===== src/rtl/mem_arbiter.sv =====
// Two-master (IFU read, LSU read/write) to one-slave AXI4-Lite arbiter.
// One outstanding transaction, round-robin grant on ties.
module mem_arbiter #(
   parameter int ADDR_LEN = 32,
   parameter int DATA_LEN = 32
) (
   input  logic                    clk,
   input  logic                    rst,
   input  logic                    ifu_arvalid,
   output logic                    ifu_arready,
   input  logic [ADDR_LEN-1:0]     ifu_araddr,
   output logic                    ifu_rvalid,
   input  logic                    ifu_rready,
   output logic [DATA_LEN-1:0]     ifu_rdata,
   output logic [1:0]              ifu_rresp,
   input  logic                    lsu_arvalid,
   output logic                    lsu_arready,
   input  logic [ADDR_LEN-1:0]     lsu_araddr,
   output logic                    lsu_rvalid,
   input  logic                    lsu_rready,
   output logic [DATA_LEN-1:0]     lsu_rdata,
   output logic [1:0]              lsu_rresp,
   input  logic                    lsu_awvalid,
   output logic                    lsu_awready,
   input  logic [ADDR_LEN-1:0]     lsu_awaddr,
   input  logic                    lsu_wvalid,
   output logic                    lsu_wready,
   input  logic [DATA_LEN-1:0]     lsu_wdata,
   input  logic [DATA_LEN/8-1:0]   lsu_wstrb,
   output logic                    lsu_bvalid,
   input  logic                    lsu_bready,
   output logic [1:0]              lsu_bresp,
   output logic                    mem_arvalid,
   input  logic                    mem_arready,
   output logic [ADDR_LEN-1:0]     mem_araddr,
   input  logic                    mem_rvalid,
   output logic                    mem_rready,
   input  logic [DATA_LEN-1:0]     mem_rdata,
   input  logic [1:0]              mem_rresp,
   output logic                    mem_awvalid,
   input  logic                    mem_awready,
   output logic [ADDR_LEN-1:0]     mem_awaddr,
   output logic                    mem_wvalid,
   input  logic                    mem_wready,
   output logic [DATA_LEN-1:0]     mem_wdata,
   output logic [DATA_LEN/8-1:0]   mem_wstrb,
   input  logic                    mem_bvalid,
   output logic                    mem_bready,
   input  logic [1:0]              mem_bresp,
   output logic [1:0]              owner
);

   typedef enum logic [1:0] {
      IDLE   = 2'b00,
      IFU_RD = 2'b01,
      LSU_RD = 2'b10,
      LSU_WR = 2'b11
   } state_t;

   state_t state;
   logic   last_lsu;
   logic   ar_done;
   logic   aw_done;
   logic   w_done;

   logic   ifu_req;
   logic   lsu_wr_req;
   logic   lsu_req;
   logic   grant_lsu;

   assign ifu_req    = ifu_arvalid;
   assign lsu_wr_req = lsu_awvalid & lsu_wvalid;
   assign lsu_req    = lsu_wr_req | lsu_arvalid;
   // LSU wins when alone or when the IFU was the last one served
   assign grant_lsu  = lsu_req & (~ifu_req | ~last_lsu);

   // state itself is the registered grant code
   assign owner = state;

   // grant, handshake tracking and return to idle
   always_ff @(posedge clk or posedge rst) begin
      if (rst) begin
         state    <= IDLE;
         last_lsu <= 1'b0;
         ar_done  <= 1'b0;
         aw_done  <= 1'b0;
         w_done   <= 1'b0;
      end else begin
         unique case (state)
            IDLE: begin
               if (ifu_req | lsu_req) begin
                  ar_done <= 1'b0;
                  aw_done <= 1'b0;
                  w_done  <= 1'b0;
                  if (grant_lsu) begin
                     last_lsu <= 1'b1;
                     state    <= lsu_wr_req ? LSU_WR : LSU_RD;
                  end else begin
                     last_lsu <= 1'b0;
                     state    <= IFU_RD;
                  end
               end
            end
            IFU_RD, LSU_RD: begin
               if (mem_arvalid & mem_arready)
                  ar_done <= 1'b1;
               if (mem_rvalid & mem_rready)
                  state <= IDLE;
            end
            LSU_WR: begin
               if (mem_awvalid & mem_awready)
                  aw_done <= 1'b1;
               if (mem_wvalid & mem_wready)
                  w_done <= 1'b1;
               if (mem_bvalid & mem_bready)
                  state <= IDLE;
            end
         endcase
      end
   end

   // route the owner's channels; everything else is held at zero
   always_comb begin
      ifu_arready = 1'b0;
      ifu_rvalid  = 1'b0;
      ifu_rdata   = '0;
      ifu_rresp   = '0;
      lsu_arready = 1'b0;
      lsu_rvalid  = 1'b0;
      lsu_rdata   = '0;
      lsu_rresp   = '0;
      lsu_awready = 1'b0;
      lsu_wready  = 1'b0;
      lsu_bvalid  = 1'b0;
      lsu_bresp   = '0;
      mem_arvalid = 1'b0;
      mem_araddr  = '0;
      mem_rready  = 1'b0;
      mem_awvalid = 1'b0;
      mem_awaddr  = '0;
      mem_wvalid  = 1'b0;
      mem_wdata   = '0;
      mem_wstrb   = '0;
      mem_bready  = 1'b0;
      unique case (state)
         IDLE: begin
         end
         IFU_RD: begin
            mem_arvalid = ifu_arvalid & ~ar_done;
            mem_araddr  = ifu_araddr;
            ifu_arready = mem_arready & ~ar_done;
            ifu_rvalid  = mem_rvalid;
            ifu_rdata   = mem_rdata;
            ifu_rresp   = mem_rresp;
            mem_rready  = ifu_rready;
         end
         LSU_RD: begin
            mem_arvalid = lsu_arvalid & ~ar_done;
            mem_araddr  = lsu_araddr;
            lsu_arready = mem_arready & ~ar_done;
            lsu_rvalid  = mem_rvalid;
            lsu_rdata   = mem_rdata;
            lsu_rresp   = mem_rresp;
            mem_rready  = lsu_rready;
         end
         LSU_WR: begin
            mem_awvalid = lsu_awvalid & ~aw_done;
            mem_awaddr  = lsu_awaddr;
            lsu_awready = mem_awready & ~aw_done;
            mem_wvalid  = lsu_wvalid & ~w_done;
            mem_wdata   = lsu_wdata;
            mem_wstrb   = lsu_wstrb;
            lsu_wready  = mem_wready & ~w_done;
            lsu_bvalid  = mem_bvalid;
            lsu_bresp   = mem_bresp;
            mem_bready  = lsu_bready;
         end
      endcase
   end

endmodule


===== config.mk =====
export PLATFORM = sky130hd
export DESIGN_NAME = mem_arbiter
export DESIGN_NICKNAME = d
export VERILOG_FILES = /design/src/rtl/mem_arbiter.sv
export SDC_FILE = /design/constraint.sdc
export NUM_CORES = 1
export LEC_CHECK = 0
export CAP_MARGIN = 20
export CORE_AREA = 2 2 141 143
export CTS_BUF_LIST = sky130_fd_sc_hd__clkbuf_4
export DETAILED_ROUTE_END_ITERATION = 8
export DIE_AREA = 0 0 143 145
export PLACE_DENSITY = 0.54
export SLEW_MARGIN = 15
export SYNTH_ARGS = -nofsm -noshare
export SYNTH_HDL_FRONTEND = slang
export SYNTH_SLANG_ARGS = --single-unit

===== constraint.sdc =====
create_clock -name clk -period 4.6 [get_ports clk]
set_clock_uncertainty 0.1 [all_clocks]
set_input_delay 1.15 -clock clk [delete_from_list [all_inputs] [get_ports clk]]
set_output_delay 1.15 -clock clk [all_outputs]
set_load 0.005 [all_outputs]

# Word level (Yosys, flattened, before mapping)
# Cells that the tools add are included.
dict set report word_totals {
  wordCells 80
  output_inout_bits 184
  regBits 6
  in_bits 182
}
dict set report op_classes {
  n_eq_ne 9
  muxes 35
  reduce_logical 9
  bitwise_logic 22
}
# cell count
set op_table {}
lappend op_table {{two-way mux 32 bit} 4}
lappend op_table {{one-hot mux 32 bit (2 select lines)} 1}
lappend op_table {{two-way mux 1 bit} 16}
lappend op_table {{bitwise AND 1 bit} 14}
lappend op_table {{two-way mux 2 bit} 7}
lappend op_table {{!= test 2 bit (second input constant)} 6}
lappend op_table {{AND reduction 3 bit} 4}
lappend op_table {{one-hot mux 1 bit (2 select lines)} 5}
lappend op_table {{one-hot mux 2 bit (3 select lines)} 1}
lappend op_table {{NOT 1 bit} 5}
lappend op_table {{== test 2 bit (second input constant)} 2}
lappend op_table {{two-way mux 4 bit} 1}
lappend op_table {{nonzero test 2 bit} 2}
lappend op_table {{OR 1 bit} 3}
lappend op_table {{== test 2 x 1 -> 1 bit (second input constant)} 1}
lappend op_table {{logical NOT 2 bit} 1}
lappend op_table {{AND reduction 2 bit} 1}
lappend op_table {{OR reduction 2 bit} 1}

# Longest topological paths before layout
dict set report logic_depth {
  ltp_word 6
  depth_mapped 7
  ltp_nobuf 6
}

# Least setup slack after synthesis
# No wires, ideal clock.
dict set report synth_timing {
  path_kind {input -> output}
  start {input lsu_arvalid}
  end {output mem_arvalid}
  t_arrival_ps 1461
  n_path_buf 0
  path_stages 2
  path_slack_ps 1889
  path_cell_list {mux2i_1 nor3b_1}
}
dict set report synth_between {
  elab_chain_len 2
}
# element line
set synth_lines {}
lappend synth_lines {{start, declared} 16} ;# input logic lsu_arvalid,
lappend synth_lines {{bitwise AND 1 bit} 158} ;# mem_arvalid = lsu_arvalid & ~ar_done;
lappend synth_lines {{one-hot mux 1 bit (2 select lines)} 145} ;# unique case (state)
lappend synth_lines {{end, declared} 33} ;# output logic mem_arvalid,
# No other way between the ends.

# Worst setup path after layout
dict set report layout_timing {
  start {register state[0], in the netlist owner[0]}
  end {output mem_arvalid}
}
dict set report layout_between {
  elab_chain_len 2
}
# element line
set layout_lines {}
lappend layout_lines {{start, declared} 60} ;# state_t state;
lappend layout_lines {{start signal, assigned} 97} ;# state <= lsu_wr_req ? LSU_WR : LSU_RD;
lappend layout_lines {{== test 2 bit / == test 2 x 1 -> 1 bit (equally long branches)} 145}
lappend layout_lines {{one-hot mux 1 bit (2 select lines) (*)} 145}
# Mark *: on every way between the ends. The rest lies on a longest branch, timed or not.

==> impl_summary.txt <==
----------------------------------------------------
[Status]
  Result of the run ... completed

[CTS]
  Sinks on Clock Net ... 6
  Max Buffers Root-to-Sink ... 2
  Inserted Clock Buffers ... 3
  Hold-fix buffers at CTS ... 0
  Clk_lat worst skew ... 0.24 ns
  Number of levels in the clock H-tree ... 1
  Buffers inserted during post-CTS setup optimization ... 0
  TritonCTS clock tree ... built
  CTS-repair resized insts ... 0
  Clock slew at the register clock pins of the worst setup and hold paths ... 0.05 ns
  CTS Root Cell ... clkbuf_4

[Critical path]
  Largest driver fanout on the critical path ... 34
  Required time of the critical path ... 3.35 ns
  Worst r2r src ... owner[0]$_DFFE_PP0P_
  Element type at the critical path end ... output port
  Arrival @ worst endpoint ... 2.67 ns
  Crit Path Category ... flip-flop to output port
  Critical path launch point type ... flip-flop
  Worst setup path start ... owner[0]$_DFFE_PP0P_

[Detailed routing]
  Routed vias/inst ... 3.70
  Initial detailed-routing violation count ... 145
  Remaining DRCs ... 0
  First drt pass iteration count ... 4
  WL/cell ... 15.3 um
  Final antenna-violating net count ... 0
  Via count ... 3308
  Routed WL ... 13.7 mm

[Timing]
  Worst Slack Setup Final ... 0.680 ns
  Number of hold violations in the final report ... 0
  Number of max-slew violations in the final report ... 0
  Achievable frequency ... 255 MHz
  Time the final worst path needs with I/O delays and setup ... 3.92 ns
  Slew at the pin with the worst max-slew slack ... 0.991 ns
  Share of the clock period used by the worst path ... 85.2%
  Max_slew headroom ... 33.9%
  RSZ-0062 raised after global routing ... no
  Total Neg Setup Slack ... 0 ns
  Setup-failing EPs final ... 0

[Floorplan]
  I/O Pins ... 366
  Initial cell density of the core ... 10.1%
  Placeable core region ... 0.0192 sq mm
  Overall die width ... 143 um
  Die height ... 145 um
  Number of rows created at floorplan ... 51
  Die Outline Area ... 0.0207 sq mm

[Logic synthesis]
  Number of nets produced by synthesis ... 469
  Synth Warn # ... 0
  Sequential cell area fraction in the yosys report ... 7.78%
  Per-instance average area after synthesis ... 6.85 sq um
  Combined area of all synthesized cells ... 0.00193 sq mm
  Synth Instances ... 282
  Number of different library cells in the post-synthesis netlist ... 25
  Synth Register Bits ... 6

[Power and ir drop]
  Power density over the cells ... 291 mW/mm^2
  Leakage power summed over all cells ... 2.15 nW
  Maximum VDD drop ... 0.000175 V

[Layout]
  Share of final-layout standard cells stronger than drive strength 1 ... 2.38%
  Area added between synthesis and finish ... 205%
  Nets@finish ... 819
  Diode insertion count for antenna repair ... 0
  Filler cells ... 2073

[Placement]
  Buffers added on ports ... 365
  RD Place Congestion ... 0.748
  Dpl hpwl ... 11.3 mm
  Worst-case setup slack after placement ... 0.750 ns

[GRT]
  First-pass GRT wire length ... 19.8 mm
  All-layer global routing usage ... 12.2%
  Via count of the first global-routing pass ... 3353
  Initial antenna violation count ... 0
  Largest net degree at the start of global routing ... 36
  Total congestion overflow after global routing ... 0

[Worst hold path]
  Worst hold start ... last_lsu$_DFFE_PP0P_
  Class of the tightest hold or removal check ... flip-flop to flip-flop

[Job]
  Number of max-cap violations ... 0

----------------------------------------------------
routing by layer:
layer / GRT usage, % / vias up / routed length, um
met1: 14.9 / 1477 / 5520
li1: - / 1618 / -
met5: 0 / - / 0
met3: 3.14 / 2 / 1410
met4: 0.891 / 0 / 33
met2: 22.2 / 211 / 6740
state kept, by name, summed over array words and instances (netlist names):
signal / count
ar_done: 1
aw_done: 1
last_lsu: 1
owner: 2
w_done: 1
power by group:
part / internal [mW] / switching (mW) / total [mW]
clock network: 0.0295 / 0.0191 / 0.0487
registers: 0.0690 / 0.0197 / 0.0887
logic: 0.953 / 0.620 / 1.57
total: 1.05 / 0.659 / 1.71
synth_stat cells:
cell type	instances	area, sq um
a211oi_1	1	7.51
a22oi_4	1	21.3
buf_1	2	7.51
dfrtp_1	6	150
ha_1	5	62.6
nor2b_1	34	213
a31oi_1	2	12.5
buf_2	3	15.0
a21o_1	1	7.51
a21oi_1	5	25.0
a22o_1	2	17.5
nor2_1	3	11.3
inv_1	3	11.3
nor3b_1	1	7.51
a32o_1	1	10.0
nand2_2	1	6.26
clkbuf_1	21	78.8
a22oi_1	32	240
and3b_1	6	52.6
a221oi_4	1	26.3
mux2i_1	2	20.0
nand2_1	4	15.0
nand2b_1	2	12.5
and2_1	142	888
buf_6	1	11.3
area by class of cell:
class | count | area, sq um | share of cell area (%)
inverter | 3 | 11.3 | 0.191
tap | 265 | 332 | 5.64
clock buffer | 3 | 22.5 | 0.383
sequential | 6 | 150 | 2.55
multi-input combinational | 246 | 1660 | 28.2
timing repair buffer | 372 | 3710 | 63.0
cells in the final DEF, fill, tap and decap left out, drive strengths merged, types with 3 or more instances in the layout:
master / instances
clkdlybuf4s50: 365
dfrtp: 6
buf: 7
clkbuf: 3
a22oi: 33
a21oi: 5
nor2b: 34
nor2: 3
and2: 142
ha: 5
inv: 3
nand2: 5
and3b: 6
cells by family (layout without fill, tap and decap cells):
group	Yosys count	in the layout	share of synthesized area, %
and+or+nand+nor	193	193	62.5
AOI/OAI and AO/OA	46	46	19.1
buffers and inverters	30	378	6.42
DFF	6	6	7.78
adders and majority gates	5	5	3.24
muxes	2	2	1.04
critical path: stages, from the launching register on:
cell	delay, ns
dfrtp_1	0.43
inv_1	0.12
ha_1	0.95
nor3b_1	0.35
clkdlybuf4s50_1	0.57
final timing paths:
path,endpoint,slack (ns),cells past startpoint
worst max-delay path,mem_arvalid,0.68,4
worst min-delay path,last_lsu$_DFFE_PP0P_,0.43,1
worst max register to register,owner[0]$_DFFE_PP0P_,2.19,5
worst min register to register,last_lsu$_DFFE_PP0P_,0.43,1
max in group asynchronous,owner[0]$_DFFE_PP0P_,3.16,2
min in group asynchronous,last_lsu$_DFFE_PP0P_,1.04,2
stage by stage:
stage / power, mW / instances / hold slack, ns / util [%] / cell area [sq um]
final: 1.71 / 895 / 0.427 / 30.6 / 5880
after global routing: 1.87 / 895 / 0.441 / 30.6 / 5880
after CTS: 1.76 / 895 / 0.414 / 30.6 / 5880
after detailed placement: 1.70 / 892 / 0.394 / 30.5 / 5860
after floorplan: 0.744 / 282 / 0.363 / - / 1930
after global placement: 1.71 / 892 / 0.403 / 30.5 / 5860
No activity file was read; power rests on OpenSTA's default activity.
